==> src/rtl/iob_fifo2axis.sv <==
// rtl/iob_fifo2axis.sv - FIFO read-port drain presenting an AXI-Stream master with tlast framing
//
// Pops words from a synchronous FIFO (1-cycle read latency) into a 2-entry
// output buffer and streams them out, one word per cycle while tready=1.
//
// Ports:
//   clk_i, cen_i, arst_n_i, rst_i  clock, clock enable, async reset (low), sync clear (high)
//   en_i                           1 = keep issuing FIFO reads, 0 = drain what is held
//   len_i                          beats per frame (0 = never assert tlast)
//   fifo_r_en_o / fifo_r_data_i / fifo_empty_i   FIFO read port
//   axis_tvalid_o / axis_tready_i / axis_tdata_o / axis_tlast_o   stream master
//   count_o                        beats accepted in the current frame
module iob_fifo2axis #(
    parameter int DATA_W = 21,
    parameter int LEN_W  = 16
) (
    input  logic              clk_i,
    input  logic              cen_i,
    input  logic              arst_n_i,
    input  logic              rst_i,
    input  logic              en_i,
    input  logic [LEN_W-1:0]  len_i,
    output logic              fifo_r_en_o,
    input  logic [DATA_W-1:0] fifo_r_data_i,
    input  logic              fifo_empty_i,
    output logic              axis_tvalid_o,
    input  logic              axis_tready_i,
    output logic [DATA_W-1:0] axis_tdata_o,
    output logic              axis_tlast_o,
    output logic [LEN_W-1:0]  count_o
);

    logic [DATA_W-1:0] mem0;
    logic [DATA_W-1:0] mem1;
    logic              head;
    logic              tail;
    logic [1:0]        occ;
    logic              inflight;
    logic [LEN_W-1:0]  count;

    logic              pop;
    logic [2:0]        committed;

    assign pop = axis_tvalid_o & axis_tready_i;

    // Slots that will be occupied after this edge: held words plus the word
    // returning from last cycle's read, minus the one leaving now. A new read
    // is only issued when a slot is guaranteed for it one cycle later.
    assign committed = {1'b0, occ} + {2'b00, inflight} - {2'b00, pop};

    assign fifo_r_en_o = cen_i & arst_n_i & en_i & ~fifo_empty_i & ~rst_i
                       & (committed < 3'd2);

    assign axis_tvalid_o = (occ != 2'd0);
    assign axis_tdata_o  = axis_tvalid_o ? (head ? mem1 : mem0) : '0;
    assign axis_tlast_o  = axis_tvalid_o & (len_i != '0)
                         & (count == len_i - LEN_W'(1));
    assign count_o       = count;

    always_ff @(posedge clk_i or negedge arst_n_i) begin
        if (!arst_n_i) begin
            mem0     <= '0;
            mem1     <= '0;
            head     <= 1'b0;
            tail     <= 1'b0;
            occ      <= 2'd0;
            inflight <= 1'b0;
            count    <= '0;
        end else if (cen_i) begin
            if (rst_i) begin
                // Clearing inflight drops any word still returning from the FIFO.
                mem0     <= '0;
                mem1     <= '0;
                head     <= 1'b0;
                tail     <= 1'b0;
                occ      <= 2'd0;
                inflight <= 1'b0;
                count    <= '0;
            end else begin
                inflight <= fifo_r_en_o;
                if (inflight) begin
                    if (tail) begin
                        mem1 <= fifo_r_data_i;
                    end else begin
                        mem0 <= fifo_r_data_i;
                    end
                    tail <= ~tail;
                end
                if (pop) begin
                    head  <= ~head;
                    count <= axis_tlast_o ? '0 : count + LEN_W'(1);
                end
                occ <= committed[1:0];
            end
        end
    end

endmodule

==> config.mk <==
export PLATFORM = sky130hd
export DESIGN_NAME = iob_fifo2axis
export DESIGN_NICKNAME = d
export VERILOG_FILES = /design/src/rtl/iob_fifo2axis.sv
export SDC_FILE = /design/constraint.sdc
export NUM_CORES = 1
export LEC_CHECK = 0
export BUFFER_PORTS_ARGS = -buffer_cell sky130_fd_sc_hd__buf_2
export CELL_PAD_IN_SITES_DETAIL_PLACEMENT = 1
export CELL_PAD_IN_SITES_GLOBAL_PLACEMENT = 2
export CORE_MARGIN = 2
export CORE_UTILIZATION = 33
export CTS_BUF_LIST = sky130_fd_sc_hd__clkbuf_16
export CTS_CLUSTER_SIZE = 30
export DETAILED_ROUTE_END_ITERATION = 7
export PLACE_DENSITY_LB_ADDON = 0.1
export SLEW_MARGIN = 40
export SYNTH_ARGS = -nofsm -noshare
export SYNTH_HDL_FRONTEND = slang
export SYNTH_SLANG_ARGS = --single-unit
==> constraint.sdc <==
create_clock -name clk_i -period 2.8 [get_ports clk_i]
set_input_delay 0.42 -clock clk_i [delete_from_list [all_inputs] [get_ports clk_i]]
set_output_delay 0.42 -clock clk_i [all_outputs]
set_load 0.01 [all_outputs]
==> reports/metrics.csv, run 1 <==
metric,value,unit
status,"complete, but fails checks",
failing checks,setup timing,
R2R Setup Slk,440,ps
P&R area growth vs syn,29.6,%
Post-Layout Cell Count,692,
final hold vios,0,
M1 GR Usage,21.4,%
crit start category,register,
clk_lat worst skew,330,ps
number of synthesized flops with an enable pin,0,
arrival time of the worst setup path,2520,ps
synth top area cells,"dfrtp_1, nand2_1, mux2i_1",
CTS clock-pin slew for the worst setup and hold paths,50,ps
DR WL/cell,15.5,um
Initial Util,33.8,%
TritonCTS clock tree,yes,
Root Buffer,clkbuf_16,
Sink Count,63,
Rel. slew slack,65.6,%
DIE AREA,0.0125,mm^2
via count,3478,
Leak,2.39,nW
critical path endpoint category,output port,
antenna violations before repair,0,
reg2reg path depth,11,
"area leader, netlist",dfrtp_1,
Mapped Cells,437,
global-route wire length before repair,18.0,mm
Setup CP Type,register to output port,
synthesized area,0.00384,mm^2
CP Cell Sequence,nor2_2 -> nor2b_2 -> ha_1 -> inv_1 -> ha_2 -> fa_1 -> nor4bb_1 -> and3_1 -> buf_2,
Die H,112,um
vias in the first global route,3646,
pre-CTS WS,-47.0,ps
die width,112,um
ANT cells,0,
Total Nets Final,594,
"Req. time, crit path",2380,ps
Top Ports,84,
vias per cell,5.03,
Core ar.,0.0114,mm^2
Critical Path Source,occ[1]$_DFFE_PN0P_,
Max rail drop VDD,0.321,mV
top-count cell post-synth,nand2_1,
GR Util met3,3.48,%
WL final,10.7,mm
grt met2 use,31.2,%
Clock Tree Buf Depth,2,
Detail Placement HPWL,7.75,mm
1st-iter DRT viols,157,
"FF+latch count, synth",63,
Critical Path Slowest Stage Cell,fa_1,
Cell Rows,39,
Synth top cells by count,"nand2_1, dfrtp_1, o21ai_0",
Hold Crit Class,input pin to async pin,
reg2reg end,count_o[4]$_DFFE_PN0P_,
worst-margin pin slew,517,ps
H-tree level count,3,
Tot GR Track Use,17.8,%
final worst slack,-139,ps
Most used DFF post-synth,dfrtp_1,
GRT overflow,0,
post-route cell area,0.00498,mm^2
final antenna-violating net count,0,
final period utilization,105,%
share of cells above drive strength 1,29.3,%
Critical Path Max Stage Delay,470,ps
total CTS buffers,9,
# DRC,0,
cell area power density,622,mW/mm^2
drt pass-1 iters,4,
final setup violation count,1,
YS warnings,0,
busiest grt layer,met2,
Cell variety after synth,55,
Post-Syn Nets,487,
RSZ-0062 raised after global routing,yes,
area share of the largest cell type after synthesis,41.0,%
"Async S/R FF share, synth",100,%
PortBufs,83,
fmax,0.340,GHz
Placed Cells,667,
sequential fraction of the synthesis area,41.0,%
min cycle time layout,2940,ps
Max-cap violations,0,
hold_buf cts,0,
Worst Skew,6.21,ps
final slew viol count,0,
Placer Congestion,0.818,
placed inst area,0.00456,mm^2
Critical Path Fanout Max,2,
reg-to-reg startpoint,occ[1]$_DFFE_PN0P_,
total chip power,0.00310,W
largest net degree at the start of global routing,43,
Final Util,43.8,%
Syn Area/Cell,8.79,um^2
worst max path at each step:
stage / to / slack (ps)
final: fifo_r_en_o / -140
after detailed placement: axis_tlast_o / -50
after CTS: fifo_r_en_o / -130
after global routing: fifo_r_en_o / -300
after floorplan: fifo_r_en_o / 220
after global placement: axis_tlast_o / -30
registers in the layout, summed over array words and instances, names as in the netlist:
name      count
count_o      16
tail          1
inflight      1
head          1
occ           2
mem1         21
mem0         21
critical path, delay by kind of cell (launching register included):
| kind | cells | cell delay (ps) |
|---|---|---|
| fa+ha+maj | 3 | 900 |
| buf+inv | 2 | 170 |
| flops | 1 | 400 |
| simple gates | 4 | 720 |
layout make-up:
type / instances / area [um^2]
tap: 143 / 179
inverter: 14 / 52.6
clock buffer: 9 / 225
sequential: 63 / 1580
timing repair buffer: 124 / 742
clock inverter: 7 / 55.1
multi-input combinational: 332 / 2150
fill: 1380 / 6390
report_power, final:
group / switching (W) / internal [W] / leakage (nW)
clock: 0.000384 / 0.000672 / 0.143
sequential: 0.0000653 / 0.00102 / 0.840
combinational: 0.000561 / 0.000400 / 1.40
total: 0.00101 / 0.00209 / 2.39
layout by cell type (no fill, tap or decap), types with 2 or more instances in the layout:
| cell type | netlist | final |
|---|---|---|
| o22ai_1 | 4 | 4 |
| inv_1 | 14 | 15 |
| a21oi_1 | 10 | 9 |
| and3_1 | 5 | 5 |
| buf_4 | 0 | 40 |
| o21ai_0 | 46 | 46 |
| mux2i_1 | 25 | 25 |
| nor4_4 | 3 | 3 |
| nand3b_1 | 12 | 12 |
| xnor2_1 | 11 | 10 |
| and2_1 | 2 | 2 |
| clkbuf_16 | 0 | 9 |
| buf_2 | 2 | 82 |
| o21a_1 | 2 | 2 |
| mux2_2 | 2 | 2 |
| nor3_1 | 8 | 7 |
| nand3_1 | 17 | 16 |
| nor2b_1 | 3 | 2 |
| clkinv_1 | 0 | 3 |
| o21ai_1 | 3 | 2 |
| clkinv_2 | 0 | 2 |
| ha_1 | 5 | 3 |
| nand4b_1 | 2 | 2 |
| nor4_1 | 3 | 3 |
| nor2_1 | 37 | 36 |
| xor2_1 | 8 | 8 |
| dfrtp_1 | 63 | 63 |
| a21o_1 | 3 | 3 |
| o211ai_1 | 2 | 2 |
| nand2b_1 | 21 | 21 |
| a31oi_1 | 2 | 2 |
| nand2_1 | 70 | 70 |
| a22o_1 | 2 | 2 |
metrics by stage:
step                      setup TNS, ps  hold WS (ps)
after floorplan                       0           124
after global placement            -31.1           460
after detailed placement          -47.0           470
after CTS                          -132           130
after global routing               -295           139
final                              -139           125
what timing repair did:
item / CTS / global route
endpoints found under the hold margin: 0 / 0
endpoints found under the setup margin: 2 / 2
resized for setup: 3 / 11
setup buffers: 4 / 5
pin swaps: 4 / 9
cells by family after synthesis:
| kind of cell | after synthesis | share of synthesized area (%) |
|---|---|---|
| compound gates | 84 | 13.2 |
| mux | 28 | 7.49 |
| flops | 63 | 41.0 |
| simple gates | 195 | 26.8 |
| xor+xnor | 19 | 4.33 |
| buf+inv | 42 | 4.95 |
| fa+ha+maj | 6 | 2.15 |
layer usage:
layer / wire (um) / share of wire (%)
met1: 4650 / 43
met5: 0 / 0
met3: 495 / 4.6
met2: 5350 / 50
met4: 223 / 2.1
Note: power is estimated with default switching activity, not from simulation.
==> inputs of run 2 (changes only) <==
- CORE_UTILIZATION: 33 -> 29
- clock period: 2.8 -> 2.55 ns (I/O delays scaled with it)
==> reports/metrics.csv, run 2 (synthesis results as in run 1) <==
metric,value,unit
status,"complete, but fails checks",
failing checks,setup timing,
critical path's top delay family,adder cells,
min cycle time layout,2840,ps
Root Buffer,clkbuf_16,
Core ar.,0.0131,mm^2
combinational share of power,32.2,%
worst-margin pin slew,599,ps
Leak,2.52,nW
final worst slack,-294,ps
Reg power frac,36.2,%
clk_lat worst skew,320,ps
share of cells above drive strength 1,32.5,%
critical path endpoint category,output port,
final antenna-violating net count,0,
drt pass-1 iters,4,
Sink Count,63,
arrival time of the worst setup path,2460,ps
Psw,0.00109,W
clock share of power,31.6,%
Highest Signal Layer,met4,
Final Util,39.8,%
Top Ports,84,
most frequent cells in the layout,"buf_2, nand2_1, dfrtp_1",
Tot GR Track Use,16.4,%
Final TNS setup,-413,ps
Worst Skew,5.30,ps
global-route wire length before repair,18.6,mm
R2R Setup Slk,110,ps
WL final,11.3,mm
vias in the first global route,3762,
reg-to-reg startpoint,occ[1]$_DFFE_PN0P_,
fmax,0.352,GHz
# DRC,0,
"Req. time, crit path",2170,ps
total CTS buffers,9,
Internal Power,0.00220,W
vias per cell,4.68,
Placer Congestion,0.775,
TritonCTS clock tree,yes,
Rel. slew slack,60.1,%
Critical Path Max Stage Delay,460,ps
Die H,119,um
RSZ-0062 raised after global routing,yes,
final slew viol count,0,
Hold Slack,175,ps
met1 WL,5.03,mm
final setup violation count,2,
Critical Path Fanout Max,2,
H-tree level count,3,
final period utilization,112,%
DR WL/cell,15.1,um
met2 WL,5.73,mm
Worst Path Buf+Inv,2,
DIE AREA,0.0142,mm^2
Initial Util,29.4,%
reg2reg path depth,10,
Max-cap violations,0,
crit start category,register,
Setup CP Type,register to output port,
1st-iter DRT viols,166,
CP Cell Sequence,nor2_2 -> nor2b_2 -> ha_1 -> inv_1 -> ha_2 -> fa_1 -> nor4bb_1 -> and3_1 -> buf_2,
Clock Tree Buf Depth,2,
GRT overflow,0,
CTS clock-pin slew for the worst setup and hold paths,50,ps
ANT cells,0,
Max rail drop VDD,0.337,mV
cell area power density,633,mW/mm^2
Detail Placement HPWL,7.84,mm
Total Nets Final,619,
largest net degree at the start of global routing,64,
antenna violations before repair,0,
Met3 Routed Length,439,um
via count,3502,
Hold Crit Class,input pin to async pin,
final hold vios,0,
PortBufs,83,
die width,119,um
"most common cell after layout, fill and taps aside",buf_2,
reg2reg end,count_o[3]$_DFFE_PN0P_,
P&R area growth vs syn,35.7,%
Critical Path Slowest Stage Cell,fa_1,
switch share,33.2,%
Cell Rows,42,
-- run 2: cell types whose count changed in the layout (fill, tap and decap cells not counted), moves of 2 or more --
cell	change
buf_2	-3
buf_4	+20
buf_6	+8
clkinv_1	-2
inv_1	+3
-- run 2: layout make-up --
type | count | area [um^2]
inverters | 14 | 52.6
well taps | 176 | 220
fillers | 1571 | 7870
repair buffers | 149 | 962
clock buffers | 9 | 225
multi-input cells | 332 | 2150
flip-flops and latches | 63 | 1580
clock inverters | 6 | 23.8
-- run 2: routing by layer --
metal	GRT usage [%]	vias up
met2	29.4	59
met1	19.6	1668
met5	0	-
met4	4.76	0
li1	-	1766
met3	3.54	9
-- run 2: timing repair --
| action | in CTS | in global routing |
|---|---|---|
| setup buffers | 4 | 14 |
| hold buffers | 0 | 0 |
| gates resized for setup | 4 | 25 |
| pin swaps | 5 | 17 |
| setup endpoints to repair | 2 | 9 |
-- run 2: power groups by stage --
stage	clock [W]	sequential, W	combinational (W)
2_1_floorplan	0	0.00119	0.000599
3_3_place_gp	0	0.00120	0.000989
3_5_place_dp	0	0.00121	0.000999
4_1_cts	0.00108	0.00119	0.00104
5_1_grt	0.00113	0.00121	0.00119
6_report	0.00104	0.00119	0.00106
-- run 2: metrics by stage --
step                power [W]  cells  cell area [um^2]  worst slack, ps
finish                0.00330    749              5210             -294
global route          0.00353    749              5210             -468
CTS                   0.00331    735              5000             -311
detailed placement    0.00221    716              4710             -336
global placement      0.00219    716              4710             -341
floorplan             0.00179    437              3840             2.89
-- run 2: worst max-delay path by stage --
stage                    to  slack (ps)          startpoint  cells past startpoint
5_1_grt         fifo_r_en_o        -470  occ[1]$_DFFE_PN0P_                      9
4_1_cts         fifo_r_en_o        -310  occ[0]$_DFFE_PN0P_                      9
6_report        fifo_r_en_o        -290  occ[1]$_DFFE_PN0P_                      9
3_5_place_dp   axis_tlast_o        -340            len_i[2]                      9
2_1_floorplan   fifo_r_en_o           3  occ[1]$_DFFE_PN0P_                      8
3_3_place_gp   axis_tlast_o        -340            len_i[0]                     10
==> inputs of run 3 (changes only) <==
==> constraint.sdc (replaced) <==
create_clock -name clk_i -period 2.6 [get_ports clk_i]
set_input_delay 0.52 -clock clk_i [delete_from_list [all_inputs] [get_ports clk_i]]
set_output_delay 0.52 -clock clk_i [all_outputs]
set_load 0.01 [all_outputs]
==> reports/metrics.csv, run 3 (synthesis results as in run 1) <==
metric,value,unit
global-route wire length before repair,18.5,mm
P&R area growth vs syn,37.5,%
RSZ-0062 raised after global routing,yes,
share of cells above drive strength 1,33.7,%
final setup violation count,2,
Worst Path Buf+Inv,2,
GRT overflow,0,
Initial Util,29.4,%
ANT cells,0,
Critical Path Max Stage Delay,480,ps
most frequent cells in the layout,"buf_2, nand2_1, dfrtp_1",
Detail Placement HPWL,7.99,mm
Critical Path Fanout Max,2,
Rel. slew slack,59.5,%
vias in the first global route,3714,
Placed Cells,717,
R2R Setup Slk,280,ps
failing checks,setup timing,
final worst slack,-412,ps
register area,0.00158,mm^2
Critical Path Source,occ[0]$_DFFE_PN0P_,
CTS clock-pin slew for the worst setup and hold paths,50,ps
Worst Skew,5.49,ps
WL final,11.3,mm
DIE AREA,0.0142,mm^2
reg-to-reg startpoint,occ[0]$_DFFE_PN0P_,
antenna violations before repair,0,
drt pass-1 iters,4,
reg2reg end,inflight$_DFFE_PN0P_,
Max-cap violations,0,
Total Nets Final,614,
reg2reg path depth,10,
"Req. time, crit path",2080,ps
largest net degree at the start of global routing,64,
CP Cell Sequence,nor2_2 -> nor2b_2 -> ha_1 -> inv_1 -> ha_2 -> fa_1 -> nor4bb_2 -> and3_1 -> buf_2,
H-tree level count,3,
min cycle time layout,3010,ps
Critical Path Slowest Stage Cell,fa_1,
final period utilization,116,%
pre-CTS WS,-365,ps
die width,119,um
Clock Tree Buf Depth,2,
Top Ports,84,
Sink Count,63,
Post-Layout Cell Count,742,
"most common cell after layout, fill and taps aside",buf_2,
status,"complete, but fails checks",
PortBufs,83,
Die H,119,um
DR WL/cell,15.2,um
vias per cell,4.75,
Placer Congestion,0.861,
final antenna-violating net count,0,
fillers,1549,
instance count on the critical path,9,
Cell Rows,42,
hold_buf cts,0,
Core ar.,0.0131,mm^2
total CTS buffers,9,
critical path's top delay family,adder cells,
Hold Crit Class,input pin to async pin,
multi-input logic area,0.00223,mm^2
final hold vios,0,
arrival time of the worst setup path,2490,ps
Root Buffer,clkbuf_16,
cell area power density,625,mW/mm^2
Max rail drop VDD,0.317,mV
clk_lat worst skew,320,ps
final slew viol count,0,
critical path endpoint category,output port,
worst-margin pin slew,608,ps
1st-iter DRT viols,119,
Tot GR Track Use,16.4,%
Setup crit end,fifo_r_en_o,
# DRC,0,
via count,3528,
Setup CP Type,register to output port,
crit start category,register,
TritonCTS clock tree,yes,
Leak,2.50,nW
fmax,0.332,GHz
## run 3: changes by cell type in the layout (fill, tap and decap cells not counted), moves of 2 or more
cell     previous run  this run
a21oi_1             9         7
buf_12              0         2
buf_4              60        54
inv_1              18        15
## run 3: stage by stage
step                      setup TNS (ps)  util [%]  cell area [um^2]  hold slack (ps)  total power, W
after floorplan                    -1.44         -              3850              224         0.00177
after global placement             -3360      36.2              4740              460         0.00219
after detailed placement           -3950      36.2              4740              469         0.00221
after CTS                           -670      39.1              5110              365         0.00335
after global routing                -907      40.4              5290              390         0.00354
final                               -595      40.4              5290              326         0.00331
## run 3: timing repair
item,CTS,global route
buffers inserted,6,6
resized for setup,13,21
pin swaps,10,14
endpoints found under the setup margin,2,12
hold endpoints to repair,0,0
## run 3: final cells by class
type                            count  share of cell area [%]
Tap cell                          176                    4.17
Clock inverter                      4                   0.781
Sequential cell                    63                    29.8
Timing Repair Buffer              144                    17.7
Multi-Input combinational cell    332                    42.3
Inverter                           14                   0.994
Clock buffer                        9                    4.26
## run 3: metal layers
| metal | global-route usage [%] | wire length (um) |
|---|---|---|
| met1 | 20.3 | 4900 |
| met2 | 28.2 | 5690 |
| met3 | 3.59 | 475 |
| met4 | 5.51 | 197 |
| met5 | 0 | 0 |
## run 3: worst min-delay path by stage
stage / startpoint / depth (start not counted) / end
2_1_floorplan: arst_n_i / 0 / count_o[0]$_DFFE_PN0P_
3_3_place_gp: mem0[3]$_DFFE_PN0P_ / 2 / mem0[3]$_DFFE_PN0P_
3_5_place_dp: mem0[11]$_DFFE_PN0P_ / 2 / mem0[11]$_DFFE_PN0P_
4_1_cts: arst_n_i / 2 / mem1[12]$_DFFE_PN0P_
5_1_grt: arst_n_i / 2 / mem1[12]$_DFFE_PN0P_
6_report: arst_n_i / 2 / mem1[12]$_DFFE_PN0P_
## run 3: worst register-to-register path: stages (launching register included)
cell and delay [ps]:
dfrtp_1 390, nor2_2 140, nor2b_2 70, ha_1 280
inv_1 40, ha_2 160, fa_1 480, nor4bb_2 290
and3_1 200, buf_4 110, o21bai_1 90
## run 3: where the power goes
part,switching [W],internal (W),total [W]
Sequential,0.0000690,0.00110,0.00117
Clock,0.000385,0.000714,0.00110
Combinational,0.000598,0.000443,0.00104
Total,0.00105,0.00225,0.00331
